==> src/rtl/i2s_transmitter.sv <==
// Philips I2S output stage: converts an offset-binary mono sample to two's complement
// and sends it on both channels, with BCLK/LRCLK derived from the system clock.
module i2s_transmitter #(
    parameter int AUDIO_BIT_WIDTH = 16,
    parameter int SLOT_WIDTH      = 32,
    parameter int BCLK_DIV        = 4
) (
    input  logic                       clk,
    input  logic                       rst_n,
    input  logic                       enable,
    input  logic [AUDIO_BIT_WIDTH-1:0] audio_in,
    output logic                       sample_req,
    output logic                       i2s_bclk,
    output logic                       i2s_lrclk,
    output logic                       i2s_sdata
);

    localparam int DIV_W = (BCLK_DIV > 1) ? $clog2(BCLK_DIV) : 1;
    localparam int BIT_W = $clog2(2 * SLOT_WIDTH);

    localparam logic [DIV_W-1:0] DIV_LAST = DIV_W'(BCLK_DIV - 1);
    localparam logic [BIT_W-1:0] BIT_LAST = BIT_W'(2 * SLOT_WIDTH - 1);
    localparam logic [BIT_W-1:0] SLOT_POS = BIT_W'(SLOT_WIDTH);

    if (SLOT_WIDTH < AUDIO_BIT_WIDTH + 1) begin : g_bad_slot
        $error("i2s_transmitter: SLOT_WIDTH must be at least AUDIO_BIT_WIDTH+1");
    end
    if (BCLK_DIV < 1) begin : g_bad_div
        $error("i2s_transmitter: BCLK_DIV must be at least 1");
    end
    if (AUDIO_BIT_WIDTH < 2) begin : g_bad_width
        $error("i2s_transmitter: AUDIO_BIT_WIDTH must be at least 2");
    end

    logic [DIV_W-1:0]           div_cnt;
    logic [BIT_W-1:0]           bit_cnt;
    logic [AUDIO_BIT_WIDTH-1:0] word;

    logic [BIT_W-1:0] bit_next;
    logic [BIT_W-1:0] slot_pos;
    logic             lrclk_next;
    logic             sdata_next;

    // Values for the position entered on the next BCLK falling edge; p=0 and
    // p>AUDIO_BIT_WIDTH send padding zeros, giving the one-BCLK I2S delay.
    always_comb begin
        bit_next   = (bit_cnt == BIT_LAST) ? '0 : bit_cnt + BIT_W'(1);
        lrclk_next = (bit_next >= SLOT_POS);
        slot_pos   = lrclk_next ? bit_next - SLOT_POS : bit_next;
        sdata_next = 1'b0;
        for (int unsigned i = 0; i < AUDIO_BIT_WIDTH; i++) begin
            if (slot_pos == BIT_W'(AUDIO_BIT_WIDTH - i)) begin
                sdata_next = word[i];
            end
        end
    end

    always_ff @(posedge clk) begin
        if (!rst_n || !enable) begin
            div_cnt    <= '0;
            bit_cnt    <= '0;
            word       <= '0;
            sample_req <= 1'b0;
            i2s_bclk   <= 1'b0;
            i2s_lrclk  <= 1'b0;
            i2s_sdata  <= 1'b0;
        end else begin
            sample_req <= 1'b0;
            if (div_cnt == DIV_LAST) begin
                div_cnt  <= '0;
                i2s_bclk <= ~i2s_bclk;
                if (i2s_bclk) begin
                    bit_cnt   <= bit_next;
                    i2s_lrclk <= lrclk_next;
                    i2s_sdata <= sdata_next;
                    if (bit_next == '0) begin
                        word       <= {~audio_in[AUDIO_BIT_WIDTH-1], audio_in[AUDIO_BIT_WIDTH-2:0]};
                        sample_req <= 1'b1;
                    end
                end
            end else begin
                div_cnt <= div_cnt + DIV_W'(1);
            end
        end
    end

endmodule

==> config.mk <==
export PLATFORM = sky130hd
export DESIGN_NAME = i2s_transmitter
export DESIGN_NICKNAME = d
export VERILOG_FILES = /design/src/rtl/i2s_transmitter.sv
export SDC_FILE = /design/constraint.sdc
export NUM_CORES = 1
export LEC_CHECK = 0
export ABC_CLOCK_PERIOD_IN_PS = 1800
export BUFFER_PORTS_ARGS = -buffer_cell sky130_fd_sc_hd__clkbuf_2
export CAP_MARGIN = 20
export CORE_ASPECT_RATIO = 0.8
export CORE_UTILIZATION = 32
export DETAILED_ROUTE_END_ITERATION = 7
export PLACE_DENSITY = 0.6
export SYNTH_ARGS = -nofsm -noshare
export SYNTH_HDL_FRONTEND = slang
export SYNTH_SLANG_ARGS = --single-unit
==> constraint.sdc <==
create_clock -name clk -period 1.8 [get_ports clk]
set_input_delay 0.27 -clock clk [delete_from_list [all_inputs] [get_ports clk]]
set_output_delay 0.27 -clock clk [all_outputs]
set_load 0.02 [all_outputs]
Yosys cells after proc, flatten, opt, wreduce, memory -nomap -nowiden
Cells that the tools add are included.
{"block": "totals", "word_cells": 59, "ff_bits": 28}
{"block": "classes", "n_addsub": 3, "n_eq_ne": 18, "magnitude_cmp": 1, "muxes": 19, "bitwise": 3, "reduce_logical": 8}
{"cell": "6-bit by 4-bit == test with 1-bit output (second input constant)", "n": 8}
{"cell": "6-bit by 3-bit == test with 1-bit output (second input constant)", "n": 4}
{"cell": "1-bit two-way mux", "n": 17}
{"cell": "6-bit by 2-bit == test with 1-bit output (second input constant)", "n": 2}
{"cell": "6-bit two-way mux", "n": 2}
{"cell": "6-bit by 1-bit adder with 6-bit output (second input constant)", "n": 1}
{"cell": "6-bit by 1-bit == test with 1-bit output (second input constant)", "n": 1}
{"cell": "6-bit by 5-bit == test with 1-bit output (second input constant)", "n": 1}
{"cell": "6-bit == test (second input constant)", "n": 1}
{"cell": "6-bit >= comparator (second input constant)", "n": 1}
{"cell": "6-bit zero test", "n": 1}
{"cell": "6-bit subtractor (second input constant)", "n": 1}
{"cell": "1-bit inverter", "n": 3}
{"cell": "3-bit AND reduction", "n": 1}
{"cell": "3-bit OR reduction", "n": 1}
{"cell": "2-bit by 1-bit adder with 2-bit output (second input constant)", "n": 1}
{"cell": "2-bit == test (second input constant)", "n": 1}
{"cell": "1-bit zero test", "n": 2}
{"cell": "2-bit AND reduction", "n": 1}
{"cell": "2-bit OR reduction", "n": 1}
{"cell": "1-bit logical OR", "n": 1}

Depth between registers and ports, before layout
Gate-level depths: netlist (run 1).
{"block": "depth", "depth_word": 21, "depth_mapped": 9, "ltp_nobuf": 7}

Least setup slack after synthesis (run 1)
No wires, ideal clock.
{"block": "synth_path", "path_kind": "register -> register", "start": "reg bit_cnt[0]", "end": "reg word[11]", "path_buffers": 3, "t_arrival_ns": 1.670, "required_ns": 1.668, "path_stages_with_launch": 10, "setup_time_ns": 0.132, "path_slack_ns": -0.002, "path_cell_list": "dfxtp_1 -> ha_1 -> buf_2 -> xor2_1 -> nor2_1 -> and4_4 -> buf_6 -> buf_8 -> nand3_1 -> a21oi_1"}
{"block": "synth_via", "elab_chain_len": 4, "elab_cells_between_ends": 5, "cone_classes": "add/sub: 1; eq/ne: 1; mux: 1; reduce/logical: 2"}
{"element": "from (decl)", "line_no": "36", "source": "logic [BIT_W-1:0] bit_cnt;"}
{"element": "from (signal assigned)", "line_no": "73", "source": "bit_cnt <= bit_next;"}
{"element": "6-bit by 1-bit adder with 6-bit output / 6-bit == test (equally long branches)", "line_no": "47", "source": "bit_next = (bit_cnt == BIT_LAST) ? '0 : bit_cnt + BIT_W'(1);"}
{"element": "6-bit two-way mux (*)", "line_no": "47"}
{"element": "6-bit zero test (*)", "line_no": "76", "source": "if (bit_next == '0) begin"}
{"element": "3-bit AND reduction (no line) (*)"}
{"element": "to (signal assigned)", "line_no": "77", "source": "word <= {~audio_in[AUDIO_BIT_WIDTH-1], audio_in[AUDIO_BIT_WIDTH-2:0]};"}
{"element": "to (decl)", "line_no": "37", "source": "logic [AUDIO_BIT_WIDTH-1:0] word;"}
Mark *: on every way between the ends. The rest lies on a longest branch, timed or not.
A chain may end at the register's enable or synchronous reset.

Worst setup path in the final report (run 1)
{"block": "layout_path", "start": "reg bit_cnt[0]", "end": "reg i2s_sdata"}
{"block": "layout_via", "elab_chain_len": 21, "elab_cells_between_ends": 38, "cone_classes": "add/sub: 2; order compare: 1; eq/ne: 17; mux: 18"}
{"element": "6-bit by 1-bit adder with 6-bit output / 6-bit == test (equally long branches)", "line_no": "47"}
{"element": "6-bit two-way mux (*)", "line_no": "47"}
{"element": "6-bit subtractor / 6-bit >= comparator (equally long branches)", "line_no": "49, 48"}
{"element": "6-bit two-way mux (*)", "line_no": "49", "source": "slot_pos = lrclk_next ? bit_next - SLOT_POS : bit_next;"}
{"element": "6-bit by 5-bit == test with 1-bit output", "line_no": "52", "source": "if (slot_pos == BIT_W'(AUDIO_BIT_WIDTH - i)) begin"}
{"element": "1-bit two-way mux (15 in series)", "line_no": "52"}
{"element": "1-bit two-way mux (*)", "line_no": "52"}
{"element": "to (signal assigned)", "line_no": "75", "source": "i2s_sdata <= sdata_next;"}
{"element": "to (decl)", "line_no": "15", "source": "output logic i2s_sdata"}
Marked as above.

==> flow_summary.toml, run 1 <==
[setup_path]
endpoint = "i2s_sdata"
endpoint_kind = "register"
reg2regPathDepth = 7
arrival_ns = 1.83
r2r-end = "i2s_sdata"
r2r-start = "bit_cnt[0]"
worst_ep_required_time_ns = 1.94
worstSetupPathType = "register to register"
critPathLaunchType = "register"
cp_max_fo = 5
reg2reg_slack_ns = 0.11
startpoint = "bit_cnt[0]"

[global_route]
grt_pass1_wl_um = 5920
grt_usage_pct = 14.8
grt_max_degree = 17
grt_pass1_vias = 1225
antenna_found_initial = 0
grt.overflow.total = 0

[worst_hold_path]
hp-class = "input pin to register"
holdPathStages = 2
min_from = "audio_in[15]"

[cells_and_area]
final_common_cell = "a21oi_1"
final_nets = 238
final_util_pct = 41.9
final_cell_mix = "a21oi_1 (24), dfxtp_1 (23), clkbuf_2 (22)"
stdcell_count = 271
syn_to_final_growth_pct = 24.7
drive_gt1_share_pct = 34.6
fillers = 478
diodes = 0

[job]
drv_cap = 0

[power]
p_int_w = 0.000788
pwr-share-seq_pct = 62.4
powerDensity_nw_per_um2 = 513
comb_power_share_pct = 3.7
pwr-share-clk_pct = 33.9
swShare_pct = 20.8
peakVddDrop_v = 0.000300
p_leak_nw = 0.681
netSwitchingPower_w = 0.000206

[drt]
wl_per_cell_um = 12.9
vias = 1399
routed_wl_um = 3490
drtIter0Drc = 98
drtAntennaViolNets = 0
drc = 0
via_per_inst = 5.16
dr.pass1.iters = 4

[die]
fp.dieH_um = 64.3
rows = 22
initial_core_util_pct = 33.6
coreArea_um2 = 4620
pin_count = 23
die_area_um2 = 5140
dieWidth_um = 79.9

[clock_network]
cts_num_sinks = 28
cts-htree-levels = 1
clock_latency_ns = 0.27
clock_path_buffers = 2
cts_tree = "built"
cts_hold_buf = 0
cts_buffers = 3
path_clk_slew_ns = 0.09
cts_root_buffer = "clkbuf_8"

[yosys]
synth_warnings = 0
netlist.area_leader.share_pct = 36.1
synth_cell_types = 50
synth_cells = 178
ys_seq_elements = 28
synth_nets = 203
async_flop_share_pct = 0
synth_ff_type = "dfxtp_1"
synth_area_leaders = "dfxtp_1 (36%), a21oi_1 (7.7%), o21ai_0 (6.1%)"
syn_area_um2 = 1550
synth_top_area_cell = "dfxtp_1"
synth_edf_count = 0
avgSynthCellArea_um2 = 8.72
ys_seq_area_share_pct = 36.1

[sta]
fin_crit_sh_pct = 94.1
finalSetupViolCount = 0
fin_crit_ns = 1.69
max_freq_mhz = 591
finalHoldWorstSlack_ns = 0.211
slew_headroom_pct = 65.4
rsz0062_at_grt = "no"
tightest_slew_ns = 0.518
drv_slew = 0
finClkSkew_ns = 0.00499
tns_ns = 0
hold_viol = 0

[place]
port_buffers = 22
gp_congestion = 0.787
dp_hpwl_um = 2640
dp.cells = 268

[outcome]
outcome = "complete, no violations"
what timing repair did:
action | CTS | global route
buffers inserted | 0 | 0
gates resized for setup | 2 | 14
endpoints found under the setup margin | 2 | 17
worst min-delay path by stage:
stage | to | slack, ns
final | word[15] | 0.21
after global routing | word[15] | 0.20
after CTS | word[10] | 0.21
after detailed placement | div_cnt[0] | 0.42
after global placement | div_cnt[0] | 0.42
after floorplan | word[15] | 0.39
power by group through the flow:
stage	Sequential, W	Combinational, W	Clock, W
after CTS	0.000622	0.0000369	0.000352
final	0.000621	0.0000366	0.000337
after global routing	0.000621	0.0000403	0.000383
after floorplan	0.000637	0.0000120	0
after global placement	0.000637	0.0000356	0
after detailed placement	0.000637	0.0000367	0
kinds of logic (layout without fill, tap and decap cells):
kind of cell / count (synthesis) / count (layout) / synth area share (%)
buffers and inverters: 17 / 50 / 8.06
adders and majority gates: 6 / 6 / 4.83
and+or+nand+nor: 57 / 57 / 20.8
AOI/OAI and AO/OA: 65 / 65 / 27.4
xor gates and xnor gates: 5 / 5 / 2.82
DFF: 28 / 28 / 36.1
metal layers:
metal	vias to the layer above	share of wire (%)	GRT usage, %
met2	25	39	20.7
met4	0	0.72	3.35
met1	654	56	22.6
met5	-	0	0
li1	718	-	-
met3	2	4.4	3.43
stage by stage:
stage                     instance area [um^2]  total power, W  setup slack [ns]
after floorplan                           1560        0.000648            0.0756
after global placement                    1830        0.000672            0.0570
after CTS                                 1880         0.00101            0.0314
after detailed placement                  1830        0.000673           -0.0206
final                                     1940        0.000994             0.107
after global routing                      1940         0.00104           0.00728
Yosys cell counts (2+ instances only):
cell type / number
o21a_1: 2
dfxtp_1: 28
clkbuf_1: 3
buf_4: 2
a21oi_1: 24
nor3b_1: 2
inv_1: 4
xnor2_1: 2
buf_6: 4
nor3_1: 3
xor2_1: 3
nor2_1: 9
nand2_1: 8
a31oi_1: 3
nand3_1: 16
nand3_2: 2
a221oi_1: 3
o31ai_1: 2
o21ai_0: 19
ha_1: 6
nor2b_1: 4
sequential cells by signal, summed over array words and instances, names as in the netlist:
signal,cells
bit_cnt,6
div_cnt,2
i2s_bclk,1
i2s_lrclk,1
i2s_sdata,1
sample_req,1
word,16
area by class of cell:
type / count / area, um^2 / area share, %
multi-input combinational: 133 / 931 / 48.1
inverter: 4 / 15.0 / 0.775
clock buffer: 3 / 41.3 / 2.13
timing repair buffer: 43 / 305 / 15.8
tap: 60 / 75.1 / 3.88
sequential: 28 / 569 / 29.4
critical path: stages (launching register included):
cell and delay [ns]:
dfxtp_2 0.41, inv_1 0.10, ha_1 0.21, nor2b_4 0.13
a221oi_1 0.32, o311ai_1 0.14, a31oi_1 0.17, a211oi_1 0.08
Power figures use the tool's default switching activity.
==> run 2, diff against run 1 <==
--- a/config.mk
+++ b/config.mk
@@ -5,6 +5,7 @@
 export SDC_FILE = /design/constraint.sdc
 export NUM_CORES = 1
 export LEC_CHECK = 0
+export ABC_AREA = 1
 export ABC_CLOCK_PERIOD_IN_PS = 1800
 export BUFFER_PORTS_ARGS = -buffer_cell sky130_fd_sc_hd__clkbuf_2
 export CAP_MARGIN = 20
==> run 2 against run 1 <==
Net effect: core utilization fell by 0.74 points; via count is 3.3% lower; critical endpoint is now word[10]; final cell count is 7.7% higher; largest cell class unchanged; non-clock buffer count is 15 lower; routed wire length fell by 9.8%; clock power increased by 47%; die area decreased by 4.5%; highest routed layer unchanged; synthesized area down 4.7%; combinational power up 30%; clock skew decreased by 0.0020 ns.
==> flow_summary.toml, run 2 <==
[drt]
wl_per_cell_um = 10.8
drtAntennaViolNets = 0
vias = 1353
dr.pass1.iters = 5
routed_wl_um = 3150
via_per_inst = 4.63
drtIter0Drc = 40
drc = 0

[yosys]
synth_warnings = 0
ys_seq_area_share_pct = 37.9
synth_edf_count = 0
synth.most_common_cell = "nand2_1"
netlist.area_leader.share_pct = 37.9
synth_area_leaders = "dfxtp_1 (38%), nand2_1 (12%), nor2_1 (11%)"
synth_ff_type = "dfxtp_1"
synth_top_area_cell = "dfxtp_1"
avgSynthCellArea_um2 = 7.08
synth_commonest_cells = "nand2_1 (49), nor2_1 (45), dfxtp_1 (28), nand3b_1 (15), nand3_1 (14)"
async_flop_share_pct = 0
synth_cell_types = 28
ys_seq_elements = 28
syn_area_um2 = 1480
synth_cells = 209
synth_nets = 234

[worst_hold_path]
min_from = "audio_in[15]"
hp-class = "input pin to register"

[clock_network]
path_clk_slew_ns = 0.09
cts-htree-levels = 1
cts_buffers = 3
cts_root_buffer = "clkbuf_8"
cts_tree = "built"
cts_hold_buf = 0
cts_num_sinks = 28
clock_latency_ns = 0.27
clock_path_buffers = 2

[global_route]
antenna_found_initial = 0
grt_max_degree = 18
grt.overflow.total = 0
grt_usage_pct = 14.2
grt_pass1_wl_um = 5670
grt_pass1_vias = 1282

[cells_and_area]
largest_reg_flops = 16
largest-register = "word"
final_util_pct = 41.1
drive_gt1_share_pct = 19.1
reg_top3 = "word: 16 flops, bit_cnt: 6 flops, div_cnt: 2 flops"
diodes = 0
final_nets = 261
final_cell_area_um2 = 1770
syn_to_final_growth_pct = 19.8
final_cell_mix = "nand2_1 (49), nor2_1 (45), dfxtp_1 (28)"
final_common_cell = "nand2_1"
fillers = 476

[setup_path]
r2r-start = "bit_cnt[0]"
critPathLaunchType = "register"
arrival_ns = 1.86
worstSetupPathType = "register to register"
reg2reg_slack_ns = 0.16
endpoint = "word[10]"
r2r-end = "word[10]"
reg2regPathDepth = 10
startpoint = "bit_cnt[0]"
endpoint_kind = "register"
cp_max_fo = 16
worst_ep_required_time_ns = 2.02

[sta]
rsz0062_at_grt = "no"
tightest_slew_ns = 0.419
slew_headroom_pct = 72.0
drv_slew = 0
fin_ws_ns = 0.158
fin_crit_sh_pct = 91.2
tns_ns = 0
finalSetupViolCount = 0
hold_viol = 0
finClkSkew_ns = 0.00301
fin_crit_ns = 1.64
max_freq_mhz = 609

[power]
peakVddDrop_v = 0.000289
powerDensity_nw_per_um2 = 657
power_w = 0.00116
p_leak_nw = 0.741

[die]
coreArea_um2 = 4310
dieWidth_um = 78.0
rows = 21
die_area_um2 = 4900
fp.dieH_um = 62.8
pin_count = 23
initial_core_util_pct = 34.3

[place]
placed_area_um2 = 1680
dp_slack_ns = 0.0740
gp_congestion = 0.803
port_buffers = 22
dp_hpwl_um = 2410

[outcome]
outcome = "complete, no violations"

[job]
drv_cap = 0
## run 2: cell types whose count changed in the layout (fill, tap and decap cells not counted), moves of 5 or more
| cell | change |
|---|---|
| nor2_1 | +36 |
| a21oi_1 | -18 |
| nand2_1 | +41 |
| o21ai_0 | -15 |
| dfxtp_1 | +5 |
| inv_1 | +9 |
| buf_4 | -14 |
| nand3b_1 | +15 |
## run 2: cell type report
type / count / area, um^2 / area share (%)
Inverter: 16 / 62.6 / 3.53
Timing Repair Buffer: 28 / 180 / 10.2
Sequential cell: 28 / 561 / 31.6
Tap cell: 57 / 71.3 / 4.02
Clock inverter: 1 / 30.0 / 1.69
Clock buffer: 3 / 41.3 / 2.33
Multi-Input combinational cell: 159 / 827 / 46.6
## run 2: kinds of logic (layout without fill, tap and decap cells)
kind of cell	Yosys count	in the layout	synth area share, %
fa+ha+maj	6	6	5.07
flops	28	28	37.9
simple gates	137	137	44.8
buf+inv	22	48	6.26
compound gates	16	16	6.00
## run 2: worst min-delay path by stage
stage	endpoint	slack, ns	cells past startpoint
after global placement	div_cnt[0]	0.42	1
after floorplan	div_cnt[0]	0.40	1
after global routing	word[6]	0.29	4
after CTS	word[15]	0.26	4
after detailed placement	div_cnt[0]	0.43	1
final	word[15]	0.26	4
## run 2: metrics by stage
stage | hold WS, ns | std cells
final | 0.261 | 292
after global routing | 0.290 | 292
after CTS | 0.258 | 291
after detailed placement | 0.425 | 287
after global placement | 0.417 | 287
after floorplan | 0.404 | 209
## run 2: what timing repair did
| item | CTS | global route |
|---|---|---|
| resized for setup | 0 | 2 |
| endpoints found under the setup margin | 0 | 16 |
| buffers inserted | 0 | 1 |
## run 2: power breakdown
group          switching, W  leakage [nW]  internal (W)  total [W]
Combinational     0.0000214         0.479     0.0000263  0.0000477
Sequential      0.000000964         0.226      0.000621   0.000622
Clock              0.000197        0.0357      0.000298   0.000495
Total              0.000219         0.741      0.000945    0.00116
## run 2: critical path, cell delays in order (launching register included)
cell	delay (ns)
dfxtp_1	0.35
ha_1	0.19
nand2_2	0.11
nor2_4	0.11
nand2_2	0.07
nand3_1	0.10
nand2_2	0.11
nor3_4	0.23
buf_12	0.17
nor2_1	0.04
nor2_1	0.09
## run 2: layer usage
| metal | GRT usage, % | up-vias | wire [um] |
|---|---|---|---|
| li1 | - | 725 | - |
| met1 | 20.6 | 601 | 1670 |
| met2 | 21.6 | 25 | 1310 |
| met3 | 3.36 | 2 | 153 |
| met4 | 2.08 | 0 | 16 |
| met5 | 0 | - | 0 |
